===== src/rtl/ex_operand_stage.sv =====
// rtl/ex_operand_stage.sv - Decode-to-execute operand stage with 2-entry skid buffer (optional forwarding: FWD_EN)
module ex_operand_stage #(
  parameter int DATA_WIDTH     = 32,
  parameter int FUNC_WIDTH     = 5,
  parameter int REG_ADDR_WIDTH = 5
) (
  input  logic                      clk,
  input  logic                      rst,
  input  logic                      in_valid,
  output logic                      in_ready,
  input  logic [REG_ADDR_WIDTH-1:0] in_rs1_addr,
  input  logic [REG_ADDR_WIDTH-1:0] in_rs2_addr,
  input  logic [DATA_WIDTH-1:0]     in_rs1_data,
  input  logic [DATA_WIDTH-1:0]     in_rs2_data,
  input  logic [DATA_WIDTH-1:0]     in_imm,
  input  logic                      in_use_imm,
  input  logic [FUNC_WIDTH-1:0]     in_alu_ctrl,
  input  logic [REG_ADDR_WIDTH-1:0] in_rd_addr,
  input  logic                      in_rd_we,
  input  logic                      flush,
  input  logic                      fwd_we,
  input  logic [REG_ADDR_WIDTH-1:0] fwd_addr,
  input  logic [DATA_WIDTH-1:0]     fwd_data,
  output logic                      out_valid,
  input  logic                      out_ready,
  output logic [DATA_WIDTH-1:0]     out_bus_A,
  output logic [DATA_WIDTH-1:0]     out_bus_B,
  output logic [FUNC_WIDTH-1:0]     out_alu_ctrl,
  output logic [REG_ADDR_WIDTH-1:0] out_rd_addr,
  output logic                      out_rd_we
);

  // Occupancy: EMPTY (nothing held), ONE (main only), FULL (main + skid)
  localparam logic [1:0] ST_EMPTY = 2'b00;
  localparam logic [1:0] ST_ONE   = 2'b01;
  localparam logic [1:0] ST_FULL  = 2'b11;

  localparam logic [FUNC_WIDTH-1:0] FN_SUBU = FUNC_WIDTH'(5'b00001);
  localparam logic [FUNC_WIDTH-1:0] FN_SUB  = FUNC_WIDTH'(5'b10001);
  localparam logic [FUNC_WIDTH-1:0] FN_SLL  = FUNC_WIDTH'(5'b00110);
  localparam logic [FUNC_WIDTH-1:0] FN_SRL  = FUNC_WIDTH'(5'b00111);
  localparam logic [FUNC_WIDTH-1:0] FN_SRA  = FUNC_WIDTH'(5'b01000);

  logic [1:0]                state;
  logic                      accept;

  logic [DATA_WIDTH-1:0]     rs1_val;
  logic [DATA_WIDTH-1:0]     rs2_val;
  logic [DATA_WIDTH-1:0]     src2;
  logic [DATA_WIDTH-1:0]     shamt;
  logic [DATA_WIDTH-1:0]     new_a;
  logic [DATA_WIDTH-1:0]     new_b;

  logic [DATA_WIDTH-1:0]     main_a, main_b, skid_a, skid_b;
  logic [FUNC_WIDTH-1:0]     main_ctrl, skid_ctrl;
  logic [REG_ADDR_WIDTH-1:0] main_rd, skid_rd;
  logic                      main_we, skid_we;

  logic                      load_main_new;
  logic                      load_main_skid;
  logic                      load_skid;

  assign in_ready  = (state != ST_FULL);
  assign out_valid = (state != ST_EMPTY);
  assign accept    = in_valid & in_ready & ~flush;

`ifdef FWD_EN
  // Writeback bypass; register 0 is hardwired and never forwarded
  always_comb begin
    rs1_val = in_rs1_data;
    rs2_val = in_rs2_data;
    if (fwd_we && (fwd_addr != '0) && (fwd_addr == in_rs1_addr)) rs1_val = fwd_data;
    if (fwd_we && (fwd_addr != '0) && (fwd_addr == in_rs2_addr)) rs2_val = fwd_data;
  end
`else
  logic unused_fwd;
  assign unused_fwd = ^{fwd_we, fwd_addr, fwd_data, in_rs1_addr, in_rs2_addr};
  assign rs1_val    = in_rs1_data;
  assign rs2_val    = in_rs2_data;
`endif

  assign src2  = in_use_imm ? in_imm : rs2_val;
  assign shamt = {{(DATA_WIDTH-5){1'b0}}, src2[4:0]};

  // Steer operands into the ALU's bus_A/bus_B ordering for the incoming code
  always_comb begin
    new_a = rs1_val;
    new_b = src2;
    case (in_alu_ctrl)
      FN_SUBU, FN_SUB: begin
        new_a = src2;
        new_b = rs1_val;
      end
      FN_SLL, FN_SRL: begin
        new_a = shamt;
        new_b = rs1_val;
      end
      FN_SRA: begin
        new_a = rs1_val;
        new_b = shamt;
      end
      default: begin
        new_a = rs1_val;
        new_b = src2;
      end
    endcase
  end

  assign load_main_new  = accept & ((state == ST_EMPTY) | ((state == ST_ONE) & out_ready));
  assign load_main_skid = (state == ST_FULL) & out_ready;
  assign load_skid      = accept & (state == ST_ONE) & ~out_ready;

  // Occupancy tracking; flush wins over every other transition
  always_ff @(posedge clk or posedge rst) begin
    if (rst) begin
      state <= ST_EMPTY;
    end else if (flush) begin
      state <= ST_EMPTY;
    end else begin
      case (state)
        ST_EMPTY: if (accept) state <= ST_ONE;
        ST_ONE: begin
          if (accept && !out_ready)      state <= ST_FULL;
          else if (!accept && out_ready) state <= ST_EMPTY;
        end
        ST_FULL:  if (out_ready) state <= ST_ONE;
        default:  state <= ST_EMPTY;
      endcase
    end
  end

  // Main entry: loaded from the input or promoted from skid
  always_ff @(posedge clk or posedge rst) begin
    if (rst) begin
      main_a    <= '0;
      main_b    <= '0;
      main_ctrl <= '0;
      main_rd   <= '0;
      main_we   <= 1'b0;
    end else if (load_main_new) begin
      main_a    <= new_a;
      main_b    <= new_b;
      main_ctrl <= in_alu_ctrl;
      main_rd   <= in_rd_addr;
      main_we   <= in_rd_we;
    end else if (load_main_skid) begin
      main_a    <= skid_a;
      main_b    <= skid_b;
      main_ctrl <= skid_ctrl;
      main_rd   <= skid_rd;
      main_we   <= skid_we;
    end
  end

  // Skid entry: catches an accepted instruction while main is stalled
  always_ff @(posedge clk or posedge rst) begin
    if (rst) begin
      skid_a    <= '0;
      skid_b    <= '0;
      skid_ctrl <= '0;
      skid_rd   <= '0;
      skid_we   <= 1'b0;
    end else if (load_skid) begin
      skid_a    <= new_a;
      skid_b    <= new_b;
      skid_ctrl <= in_alu_ctrl;
      skid_rd   <= in_rd_addr;
      skid_we   <= in_rd_we;
    end
  end

  assign out_bus_A    = main_a;
  assign out_bus_B    = main_b;
  assign out_alu_ctrl = main_ctrl;
  assign out_rd_addr  = main_rd;
  assign out_rd_we    = main_we;

endmodule


===== config.mk =====
export PLATFORM = sky130hd
export DESIGN_NAME = ex_operand_stage
export DESIGN_NICKNAME = d
export VERILOG_FILES = /design/src/rtl/ex_operand_stage.sv
export SDC_FILE = /design/constraint.sdc
export NUM_CORES = 1
export LEC_CHECK = 0
export BUFFER_PORTS_ARGS = -buffer_cell sky130_fd_sc_hd__buf_2
export CAP_MARGIN = 25
export CORE_MARGIN = 3
export CORE_UTILIZATION = 40
export DETAILED_ROUTE_END_ITERATION = 8
export PLACE_DENSITY = 0.66
export SLEW_MARGIN = 30
export SYNTH_ARGS = -nofsm -noshare
export SYNTH_HDL_FRONTEND = slang
export SYNTH_SLANG_ARGS = --single-unit

===== constraint.sdc =====
create_clock -name clk -period 7.8 [get_ports clk]
set_input_delay 2.34 -clock clk [delete_from_list [all_inputs] [get_ports clk]]
set_output_delay 2.34 -clock clk [all_outputs]
set_load 0.02 [all_outputs]

==> results of run 1 <==
[cells in the mapped netlist, drive strengths merged (2+ instances only)]
cell     count
dfrtp      152
nand2       99
a22o        57
mux2        47
nor2        44
clkbuf      37
a21oi       30
a21o        28
mux2i       22
a22oi       19
o21ai       19
buf         18
and3        16
a221o       15
a221oi      15
a2bb2oi     12
o2bb2ai     12
inv          6
ha           5
and2         4
nor3b        2
[registers in the layout (all words and copies together), names as in the netlist]
name and flops:
out_bus_A 32, out_bus_B 32, skid_a 32, skid_b 32, out_alu_ctrl 5, out_rd_addr 5, skid_ctrl 5, skid_rd 5
state 2, out_rd_we 1, skid_we 1
[worst min-delay path, stage by stage, from the launching register on]
cell and delay (ns):
dfrtp_1 0.34, nand2_1 0.05, nand2_1 0.05
[power by group]
group | leakage [nW] | switching (W) | internal [W] | total, W
combinational | 2.43 | 0.000392 | 0.000307 | 0.000700
clock | 0.268 | 0.000330 | 0.000453 | 0.000783
sequential | 1.85 | 0.000139 | 0.00105 | 0.00119
total | 4.55 | 0.000862 | 0.00181 | 0.00267
[per-stage QoR]
stage	instance area [um^2]	utilization (%)
global placement	8328	47.65
floorplan	7234	-
detailed placement	8333	47.68
global route	8900	50.92
CTS	8892	50.88
finish	8900	50.92
[how the worst max path moves through the flow]
| stage | slack [ns] | cells past startpoint | to | start |
|---|---|---|---|---|
| 6_report | 3.25 | 5 | out_bus_B[25] | in_alu_ctrl[1] |
| 5_1_grt | 3.12 | 5 | out_bus_B[13] | in_alu_ctrl[1] |
| 4_1_cts | 3.23 | 5 | out_bus_B[25] | in_alu_ctrl[1] |
| 3_5_place_dp | 2.82 | 5 | out_bus_B[10] | in_alu_ctrl[1] |
| 3_3_place_gp | 2.83 | 5 | out_bus_B[22] | in_alu_ctrl[1] |
| 2_1_floorplan | 1.37 | 1 | out_alu_ctrl[0] | rst |
[cell families after synthesis]
family / Yosys count / synth area share [%]
AOI/OAI and AO/OA: 210 / 22.36
and+or+nand+nor: 172 / 10.22
DFF: 152 / 52.58
muxes: 69 / 10.36
buffers and inverters: 61 / 3.615
adders and majority gates: 5 / 0.8648
[final cells by class]
cell class | instances | area, um^2 | area share, %
inverter | 6 | 27.53 | 0.3093
clock inverter | 12 | 102.6 | 1.153
tap | 225 | 281.5 | 3.163
sequential | 152 | 3804 | 42.74
clock buffer | 20 | 456.7 | 5.131
multi-input combinational | 456 | 3202 | 35.98
timing repair buffer | 200 | 1026 | 11.53
[per-layer routing]
metal	global-route usage, %	wire length [um]	up-vias
li1	-	-	2781
met2	33.01	9908	183
met1	28.17	9150	2940
met4	5.813	296	0
met5	0	0	-
met3	5.463	1339	21
==> results.json, run 1 <==
{
  "hp-class": "reg -> reg",
  "worstPathArrival_ns": 4.91,
  "slew-limit-headroom_pct": 36.75,
  "hold-path-cell-count": 2,
  "syn-cell-area_um2": 7234,
  "start_util_pct": 41.39,
  "critPathCaptureType": "register",
  "pre_cts_ws_ns": 2.820,
  "n_antenna_cell": 0,
  "cp_slowest_stage_delay_ns": 0.82,
  "hold_buffers": 0,
  "pwr_density_cell_nw_per_um2": 300.3,
  "portBuffers": 189,
  "rsz0062_at_grt": "no",
  "cp_top_family": "simple AND/OR/NAND/NOR gates",
  "worst-setup-path-type": "in -> reg",
  "syn-mean-instance-area_um2": 10.81,
  "fin_nets": 999,
  "grt_pass1_wl_um": 32390,
  "synthCells": 669,
  "required_ns": 8.16,
  "status": "finished clean",
  "ys_seq_elements": 152,
  "dieArea_um2": 19740,
  "worst_pin_slew_ns": 0.9488,
  "maxCapViolations": 0,
  "finClkSkew_ns": 0.01033,
  "max_freq_mhz": 219.7,
  "synth_top_flop_cell": "dfrtp_1",
  "area_growth_pct": 23.02,
  "gp_congestion": 0.8112,
  "rows": 48,
  "synth_fp_nets": 835,
  "whs_endpoint": "out_alu_ctrl[4]",
  "antenna_found_initial": 0,
  "p_leak_nw": 4.546,
  "via_per_inst": 5.532,
  "critPathMaxFanout": 17,
  "cts-buffers-inserted": 17,
  "vdd_drop_max_mv": 0.1703,
  "synth_top_area_cell": "dfrtp_1",
  "grt_start_max_net_pins": 89,
  "final_common_cell": "buf_2",
  "cts_resized": 0,
  "drive_above_1_share_pct": 34.16,
  "synth_area_leaders": "dfrtp_1 53%, mux2_2 7.3%, a22o_1 6.9%",
  "hold_violations": 0,
  "first_iter_violations": 460,
  "ant_nets": 0,
  "grt_pass1_vias": 5726,
  "rr_startpoint": "state[0]",
  "period_needed_ns": 4.551,
  "overflow": 0,
  "r2r_setup_slack_ns": 4.73,
  "cts.clk_slew.worst_paths_ns": 0.06,
  "yosys_warnings": 0,
  "postCtsSetupBuffers": 0,
  "die-height_um": 140.5,
  "crit_path_cell_trace": "buf_2 > or4b_1 > and2_1 > nor2_2 > a221o_1",
  "netlist-cell-type-count": 35,
  "power.total_w": 0.002672,
  "dp.cells": 1039,
  "insertion_delay_ns": 0.43,
  "drc": 0,
  "cts_root_buf": "clkbuf_16",
  "dr.pass1.iters": 5,
  "synth-seq-area-share_pct": 52.58,
  "crit_buf_inv": 1,
  "r2r_end": "skid_a[28]",
  "cts.path.max_buffers": 2,
  "ioPinCount": 238,
  "slew_viol_final": 0,
  "routed_wl_um": 20700,
  "fin_ws_ns": 3.249,
  "cts_tree": "yes",
  "final_cells": 1071,
  "gr-usage-all-layers_pct": 20.76,
  "cpMaxStageDelayCell": "or4b_1",
  "cp-start-kind": "primary input",
  "core_area_um2": 17480,
  "final_cell_mix": "190 x buf_2, 152 x dfrtp_1, 99 x nand2_1, 57 x a22o_1, 47 x mux2_2",
  "wl_per_cell_um": 19.32,
  "fillCellCount": 1609,
  "r2r_cells": 5,
  "whs_ns": 0.4645,
  "via_count": 5925,
  "hp-start": "out_alu_ctrl[4]",
  "setup_tns_ns": 0,
  "finalSetupViolCount": 0,
  "hpwl_um": 13220,
  "synthArstFlopShare_pct": 100.0,
  "post-route-period-util_pct": 58.35,
  "synth_edf_count": 0,
  "cts_htree_levels": 4,
  "synth_top_cell_area_share_pct": 52.58,
  "cts_num_sinks": 152,
  "die_x_um": 140.5
}
Note: power is estimated with default switching activity, not from simulation.
==> inputs of run 2 (changes only) <==
Clock period 7.8 ns to 4.59 ns, I/O delays scaled along.
==> results.json, run 2 (synthesis results as in run 1) <==
{
  "cts.clk_slew.worst_paths_ns": 0.06,
  "cts-buffers-inserted": 17,
  "ioPinCount": 238,
  "setup_tns_ns": 0,
  "fin_ws_ns": 1.197,
  "final_common_cell": "buf_2",
  "required_ns": 4.90,
  "p_leak_nw": 4.582,
  "status": "finished clean",
  "worstPathArrival_ns": 3.70,
  "cts_resized": 0,
  "hpwl_um": 13410,
  "post-route-period-util_pct": 73.92,
  "cts_num_sinks": 152,
  "via_per_inst": 5.487,
  "routed_wl_um": 20390,
  "rsz0062_at_grt": "no",
  "gp_congestion": 0.8374,
  "gr-usage-met2_pct": 34.05,
  "cts_tree": "yes",
  "die_x_um": 140.5,
  "overflow": 0,
  "hp-class": "reg -> reg",
  "grt_start_max_net_pins": 153,
  "rows": 48,
  "critPathMaxFanout": 17,
  "dieArea_um2": 19740,
  "vdd_drop_max_mv": 0.3741,
  "met1_usage_pct": 28.75,
  "slew_viol_final": 0,
  "postCtsSetupBuffers": 0,
  "via_count": 5899,
  "worst-setup-path-type": "in -> reg",
  "pwr_density_cell_nw_per_um2": 514.9,
  "portBuffers": 189,
  "final_cell_mix": "190 x buf_2, 152 x dfrtp_1, 99 x nand2_1, 57 x a22o_1, 47 x mux2_2",
  "first_iter_violations": 403,
  "n_antenna_cell": 0,
  "antenna_found_initial": 0,
  "start_util_pct": 41.39,
  "max_freq_mhz": 294.7,
  "critPathCaptureType": "register",
  "grt_pass1_vias": 6026,
  "core_area_um2": 17480,
  "post-route-util_pct": 51.38,
  "hold_buffers": 0,
  "die-height_um": 140.5,
  "use_met3_pct": 4.882,
  "fin_nets": 1004,
  "gr-usage-all-layers_pct": 20.90,
  "period_needed_ns": 3.393,
  "cts_root_buf": "clkbuf_16",
  "drc": 0,
  "cts.path.max_buffers": 2,
  "area_growth_pct": 24.13,
  "pre_cts_ws_ns": 0.7602,
  "slew-limit-headroom_pct": 38.51,
  "hold_violations": 0,
  "drive_above_1_share_pct": 34.35,
  "wl_per_cell_um": 18.96,
  "grt_pass1_wl_um": 32860,
  "dr.pass1.iters": 5,
  "finClkSkew_ns": 0.007900,
  "cp-start-kind": "primary input",
  "finalSetupViolCount": 0,
  "worst_pin_slew_ns": 0.9223,
  "maxCapViolations": 0,
  "insertion_delay_ns": 0.42,
  "grt_busiest_layer": "met2",
  "ant_nets": 0,
  "cts_htree_levels": 4
}
-- run 2: worst paths after layout --
kind | startpoint | to | slack (ns) | depth (start not counted)
max | in_alu_ctrl[1] | skid_a[9] | 1.20 | 6
max reg2reg | state[0] | skid_a[7] | 2.05 | 5
min | out_rd_we | out_rd_we | 0.47 | 2
min reg2reg | out_rd_we | out_rd_we | 0.47 | 2
min in group asynchronous | rst | skid_b[0] | 1.14 | 3
max in group asynchronous | rst | skid_a[17] | 2.78 | 3
-- run 2: cell type report --
cell class                 count  area (um^2)
tap                          225        281.5
clock inverter                12        152.6
inverter                       6        26.28
fill                        1580         8497
sequential                   152         3804
timing repair buffer         205         1089
clock buffer                  19        432.9
multi-input combinational    456         3194
-- run 2: critical path, cell delays in order --
cell and delay, ns:
buf_2 0.13, or4b_1 0.81, and2_1 0.54, buf_4 0.35, o2bb2ai_1 0.19, mux2_2 0.29
-- run 2: per-stage QoR --
step | instances | hold slack, ns | area (um^2) | power, W
CTS | 1075 | 0.4759 | 8980 | 0.004663
finish | 1075 | 0.4721 | 8980 | 0.004624
detailed placement | 1044 | 0.4620 | 8394 | 0.003248
global placement | 1043 | 0.4549 | 8389 | 0.003211
global route | 1075 | 0.4958 | 8980 | 0.004896
floorplan | 669 | 0.4461 | 7238 | 0.002815
-- run 2: report_power, final --
group / switching (W) / internal [W] / total, W
logic: 0.000671 / 0.000527 / 0.00120
clock network: 0.000547 / 0.000851 / 0.00140
registers: 0.000243 / 0.00179 / 0.00203
total: 0.00146 / 0.00316 / 0.00462
-- run 2: metal layers --
layer,wire (um),up-vias,share of wire (%)
met3,1286,16,6.3
met5,0,-,0
li1,-,2800,-
met4,149,0,0.73
met2,9755,193,48
met1,9195,2890,45
